$ cat src/rtl/gpr_write_ctrl.sv
// Write-port controller for the general purpose register file: clears registers
// 1..NREG-1 after reset, then round-robin arbitrates ALU and load writebacks.
`timescale 1ns/1ps

module gpr_write_ctrl #(
    parameter int DW   = 32,
    parameter int AW   = 5,
    parameter int NREG = 32
) (
    input  logic          clk,
    input  logic          rst_n,
    input  logic          alu_valid,
    output logic          alu_ready,
    input  logic [AW-1:0] alu_addr,
    input  logic [DW-1:0] alu_data,
    input  logic          mem_valid,
    output logic          mem_ready,
    input  logic [AW-1:0] mem_addr,
    input  logic [DW-1:0] mem_data,
    output logic [DW-1:0] gpr_sin,
    output logic [AW-1:0] gpr_sc,
    output logic          gpr_sw,
    output logic          init_done
);

    typedef enum logic {
        ST_CLEAR = 1'b0,
        ST_RUN   = 1'b1
    } state_e;

    localparam logic [AW-1:0] FIRST_IDX = AW'(1);
    localparam logic [AW-1:0] LAST_IDX  = AW'(NREG - 1);

    state_e        state_q, state_d;
    logic [AW-1:0] idx_q, idx_d;
    logic          rr_pri_q, rr_pri_d;
    logic          init_done_q, init_done_d;
    logic          gpr_sw_q, gpr_sw_d;
    logic [AW-1:0] gpr_sc_q, gpr_sc_d;
    logic [DW-1:0] gpr_sin_q, gpr_sin_d;

    logic          alu_grant;
    logic          mem_grant;

    // rr_pri == 0 favours the ALU, 1 favours the load path; a lone requester
    // is always ready so it never waits on an idle competitor.
    always_comb begin
        // NOTE: every signal written here gets a default first, so no path
        // through the block leaves a value unassigned and no latch is inferred.
        alu_ready = 1'b0;
        mem_ready = 1'b0;
        if (state_q == ST_RUN) begin
            alu_ready = !mem_valid || !rr_pri_q;
            mem_ready = !alu_valid ||  rr_pri_q;
        end
        alu_grant = alu_valid && alu_ready;
        mem_grant = mem_valid && mem_ready;
    end

    always_comb begin
        state_d     = state_q;
        idx_d       = idx_q;
        rr_pri_d    = rr_pri_q;
        init_done_d = init_done_q;
        gpr_sw_d    = 1'b0;
        gpr_sc_d    = gpr_sc_q;
        gpr_sin_d   = gpr_sin_q;

        unique case (state_q)
            ST_CLEAR: begin
                gpr_sw_d  = 1'b1;
                gpr_sc_d  = idx_q;
                gpr_sin_d = '0;
                idx_d     = idx_q + FIRST_IDX;
                if (idx_q == LAST_IDX) begin
                    init_done_d = 1'b1;
                    state_d     = ST_RUN;
                end
            end
            ST_RUN: begin
                // Register 0 is hardwired zero: the handshake completes but
                // the write enable stays low.
                if (alu_grant) begin
                    gpr_sc_d  = alu_addr;
                    gpr_sin_d = alu_data;
                    gpr_sw_d  = (alu_addr != '0);
                    rr_pri_d  = 1'b1;
                end else if (mem_grant) begin
                    gpr_sc_d  = mem_addr;
                    gpr_sin_d = mem_data;
                    gpr_sw_d  = (mem_addr != '0);
                    rr_pri_d  = 1'b0;
                end
            end
            default: begin
                state_d = ST_CLEAR;
            end
        endcase
    end

    // NOTE: state flops use non-blocking assignments so every flop samples
    // the pre-edge values regardless of statement order.
    always_ff @(posedge clk or negedge rst_n) begin
        if (!rst_n) begin
            state_q     <= ST_CLEAR;
            idx_q       <= FIRST_IDX;
            rr_pri_q    <= 1'b0;
            init_done_q <= 1'b0;
            gpr_sw_q    <= 1'b0;
            gpr_sc_q    <= '0;
            gpr_sin_q   <= '0;
        end else begin
            state_q     <= state_d;
            idx_q       <= idx_d;
            rr_pri_q    <= rr_pri_d;
            init_done_q <= init_done_d;
            gpr_sw_q    <= gpr_sw_d;
            gpr_sc_q    <= gpr_sc_d;
            gpr_sin_q   <= gpr_sin_d;
        end
    end

    assign gpr_sw    = gpr_sw_q;
    assign gpr_sc    = gpr_sc_q;
    assign gpr_sin   = gpr_sin_q;
    assign init_done = init_done_q;

endmodule

$ cat config.mk
export PLATFORM = sky130hd
export DESIGN_NAME = gpr_write_ctrl
export DESIGN_NICKNAME = d
export VERILOG_FILES = /design/src/rtl/gpr_write_ctrl.sv
export SDC_FILE = /design/constraint.sdc
export NUM_CORES = 1
export LEC_CHECK = 0
export CORE_MARGIN = 2
export CORE_UTILIZATION = 41
export DETAILED_ROUTE_END_ITERATION = 8
export PLACE_DENSITY_LB_ADDON = 0.05
export SYNTH_ARGS = -nofsm -noshare
export SYNTH_HDL_FRONTEND = slang
export SYNTH_SLANG_ARGS = --single-unit
$ cat constraint.sdc
create_clock -name clk -period 1.9 [get_ports clk]
set_clock_uncertainty 0.2 [all_clocks]
set_input_delay 0.38 -clock clk [delete_from_list [all_inputs] [get_ports clk]]
set_output_delay 0.38 -clock clk [all_outputs]
set_load 0.02 [all_outputs]
==> out/results.txt <==
Yosys top cell by area: dfrtp_1
Total core area: 5886 um2
Synth Area in Compound Gates: 0.2174
Worst slew pin tran: 570.6 ps
Clk sinks: 46
Vias per cell: 5.290
Final Hold Fails: 0
Initial antenna violation count: 0
H-tree Lvls: 2
Post-synthesis sequential area ratio: 0.4668
CP Data Required Time: 1320 ps
Routed Antenna Nets: 0
Grt ovf: 0
Final min period: 1856 ps
Status: finished, final reports clean
CP Capture Type: output port
Die W: 81.60 um
Layout cell share with drive strength beyond 1: 0.1853
TritonRoute pass-1 iters: 4
Synth Instances: 244
Syn avg cell area: 10.12 um2
Clk buf depth: 2
Vias post-DR: 2338
WL/cell: 15.92 um
Worst Setup Start Kind: flip-flop
Number of synthesized register bits: 46
Slowest cell on the critical path: clkdlybuf4s50_1
Port Buffers: 118
Post-synth EDFFs: 0
Vias in the first global route: 2333
Fin nets: 447
Min Hold Slack: 268.0 ps
IO Count: 119
Clk slew on worst S/H paths: 90 ps
Cell with the most instances after synthesis: nand2_1
WP buf/inv: 1
Final worst-path cycle share: 0.9770
RSZ-0062 raised after global routing: false
Arr. time, crit path: 1280 ps
Post-Synth XOR/XNOR Area: 0.01064
Starting Density: 0.4194
Synth cell count leaders: nand2_1 (67), dfrtp_1 (45), nand3_1 (37), o211ai_2 (30), buf_2 (8)
Area fraction of the dominant cell type after synthesis: 0.4562
Synth Flop Type: dfrtp_1
Crit path kind: flip-flop to output port
HP Class: flip-flop to flip-flop
Pin count of the biggest net entering global routing: 36
Crit path largest cell delay: 610 ps
Mux cell area share after synthesis: 0.02281
VDD IR max: 0.3946 mV
P&R area growth vs syn: 58.03%
Setup violators final: 0
TritonCTS buffer count: 5
Final Slew Violations: 0
First-pass GRT wire length: 11280 um
CTS tree: yes
Yosys warns: 0
Adder-Cell Fraction of Synth Area: 0.01014
Setup TNS: 0 ps
Post-detailed-routing wire length: 7037 um
Die Ht: 81.60 um
Cell chain of the critical path: clkdlybuf4s50_1
Main combinational cell family by area after synthesis: compound AO/OA/AOI/OAI gates
Async set-reset flop share out of synthesis: 1.000
Root Driver: clkbuf_8
Worst skew pair latency: 290 ps
Leakage: 1.694 nW
Rel. slew slack: 0.6196
Main area contributors after synthesis: dfrtp_1 (46%), o211ai_2 (15%), nand2_1 (10%)
PwrDens: 669.5 nW/um2
Antenna diodes: 0
Fmax: 538.7 MHz
DP HPWL: 4956 um
Mapped Area: 2469 um2
# rows: 28
Crit-path max FO: 2
Die area: 6658 um2
Max cap viols: 0
# DRC: 0
Final Wtd Congestion: 0.8329
Netlist cell types: 34
GRT Total Usage: 0.2168
Synth Area in Simple Gates: 0.2129
Initial drt markers: 117
Syn nets: 324
Crit path max-delay family: buffers and inverters
-- layout make-up --
type,count,area [um2]
fill,501,1984
timing repair buffer,136,1403
multi-input combinational,177,1170
sequential,46,1152
tap,75,93.84
clock buffer,5,68.82
clock inverter,2,10.01
inverter,1,3.754
-- placed cells by master (no fill, tap or decap), drive strengths merged, types with 2 or more instances in the layout --
| master | synthesis | final |
|---|---|---|
| clkdlybuf4s50 | 0 | 112 |
| nand2 | 67 | 67 |
| dfrtp | 45 | 45 |
| nand3 | 37 | 37 |
| o211ai | 33 | 33 |
| buf | 16 | 19 |
| clkbuf | 4 | 6 |
| mux2 | 5 | 5 |
| o21ai | 4 | 4 |
| a21oi | 3 | 3 |
| xnor2 | 3 | 3 |
| o22ai | 3 | 3 |
| o2bb2ai | 3 | 3 |
| dlymetal6s2s | 0 | 3 |
| or4 | 2 | 2 |
| nand4 | 2 | 2 |
| ha | 2 | 2 |
| clkinv | 0 | 2 |
-- layer usage --
metal  wire length [um]  track usage  vias to the layer above
met5                  0            0                        -
met4                 61      0.05167                        0
met3                361      0.03077                        6
met2               3628       0.3967                       66
li1                   -            -                     1112
met1               2986       0.2693                     1154
-- path summary, 6_finish.rpt --
| path | slack (ps) | startpoint | depth (start not counted) | endpoint |
|---|---|---|---|---|
| setup reg to reg | 190 | state_q$_DFF_PN0_ | 5 | gpr_sin[28]$_DFFE_PN0P_ |
| setup / recovery | 40 | gpr_sc[2]$_DFFE_PN0P_ | 1 | gpr_sc[2] |
| hold / removal | 270 | init_done$_DFFE_PN0P_ | 1 | init_done$_DFFE_PN0P_ |
| max in group asynchronous | 560 | rst_n | 3 | gpr_sin[11]$_DFFE_PN0P_ |
| min in group asynchronous | 410 | rst_n | 2 | gpr_sw$_DFF_PN0_ |
| hold reg to reg | 270 | init_done$_DFFE_PN0P_ | 1 | init_done$_DFFE_PN0P_ |
-- stage by stage --
| step | power, mW | instances | setup slack [ps] | util | area, um2 |
|---|---|---|---|---|---|
| 4_1_cts | 2.648 | 442 | 24.13 | 0.6616 | 3894 |
| 6_report | 2.612 | 442 | 43.64 | 0.6628 | 3901 |
| 5_1_grt | 2.748 | 442 | 1.286 | 0.6628 | 3901 |
| 3_3_place_gp | 2.058 | 434 | -289.8 | 0.6475 | 3811 |
| 2_1_floorplan | 1.574 | 244 | 300.0 | - | 2469 |
| 3_5_place_dp | 2.075 | 434 | -295.0 | 0.6475 | 3811 |
-- repair_timing --
item	4_1_cts	5_1_grt
buffers inserted	0	0
resized for setup	5	6
hold buffers	1	0
endpoints found under the setup margin	2	7
hold endpoints to repair	21	0
gates cloned	0	0
-- where the power goes --
part | internal, mW | switching, mW | total [mW]
clock | 0.248 | 0.321 | 0.569
combinational | 0.486 | 0.417 | 0.902
sequential | 1.08 | 0.0582 | 1.14
-- registers in the layout, summed over array words and instances (netlist names) --
name and cells:
idx_q 5, gpr_sc 5, state_q 1, init_done 1, rr_pri_q 1, gpr_sin 32, gpr_sw 1
-- cell families after synthesis --
logic type               Yosys count
adder cells (fa/ha/maj)            2
AND/OR/NAND/NOR                  115
buffers and inverters             21
XOR/XNOR                           3
AO/OA/AOI/OAI                     52
multiplexers                       5
flip-flops                        46
(Power assumes the default switching activity.)
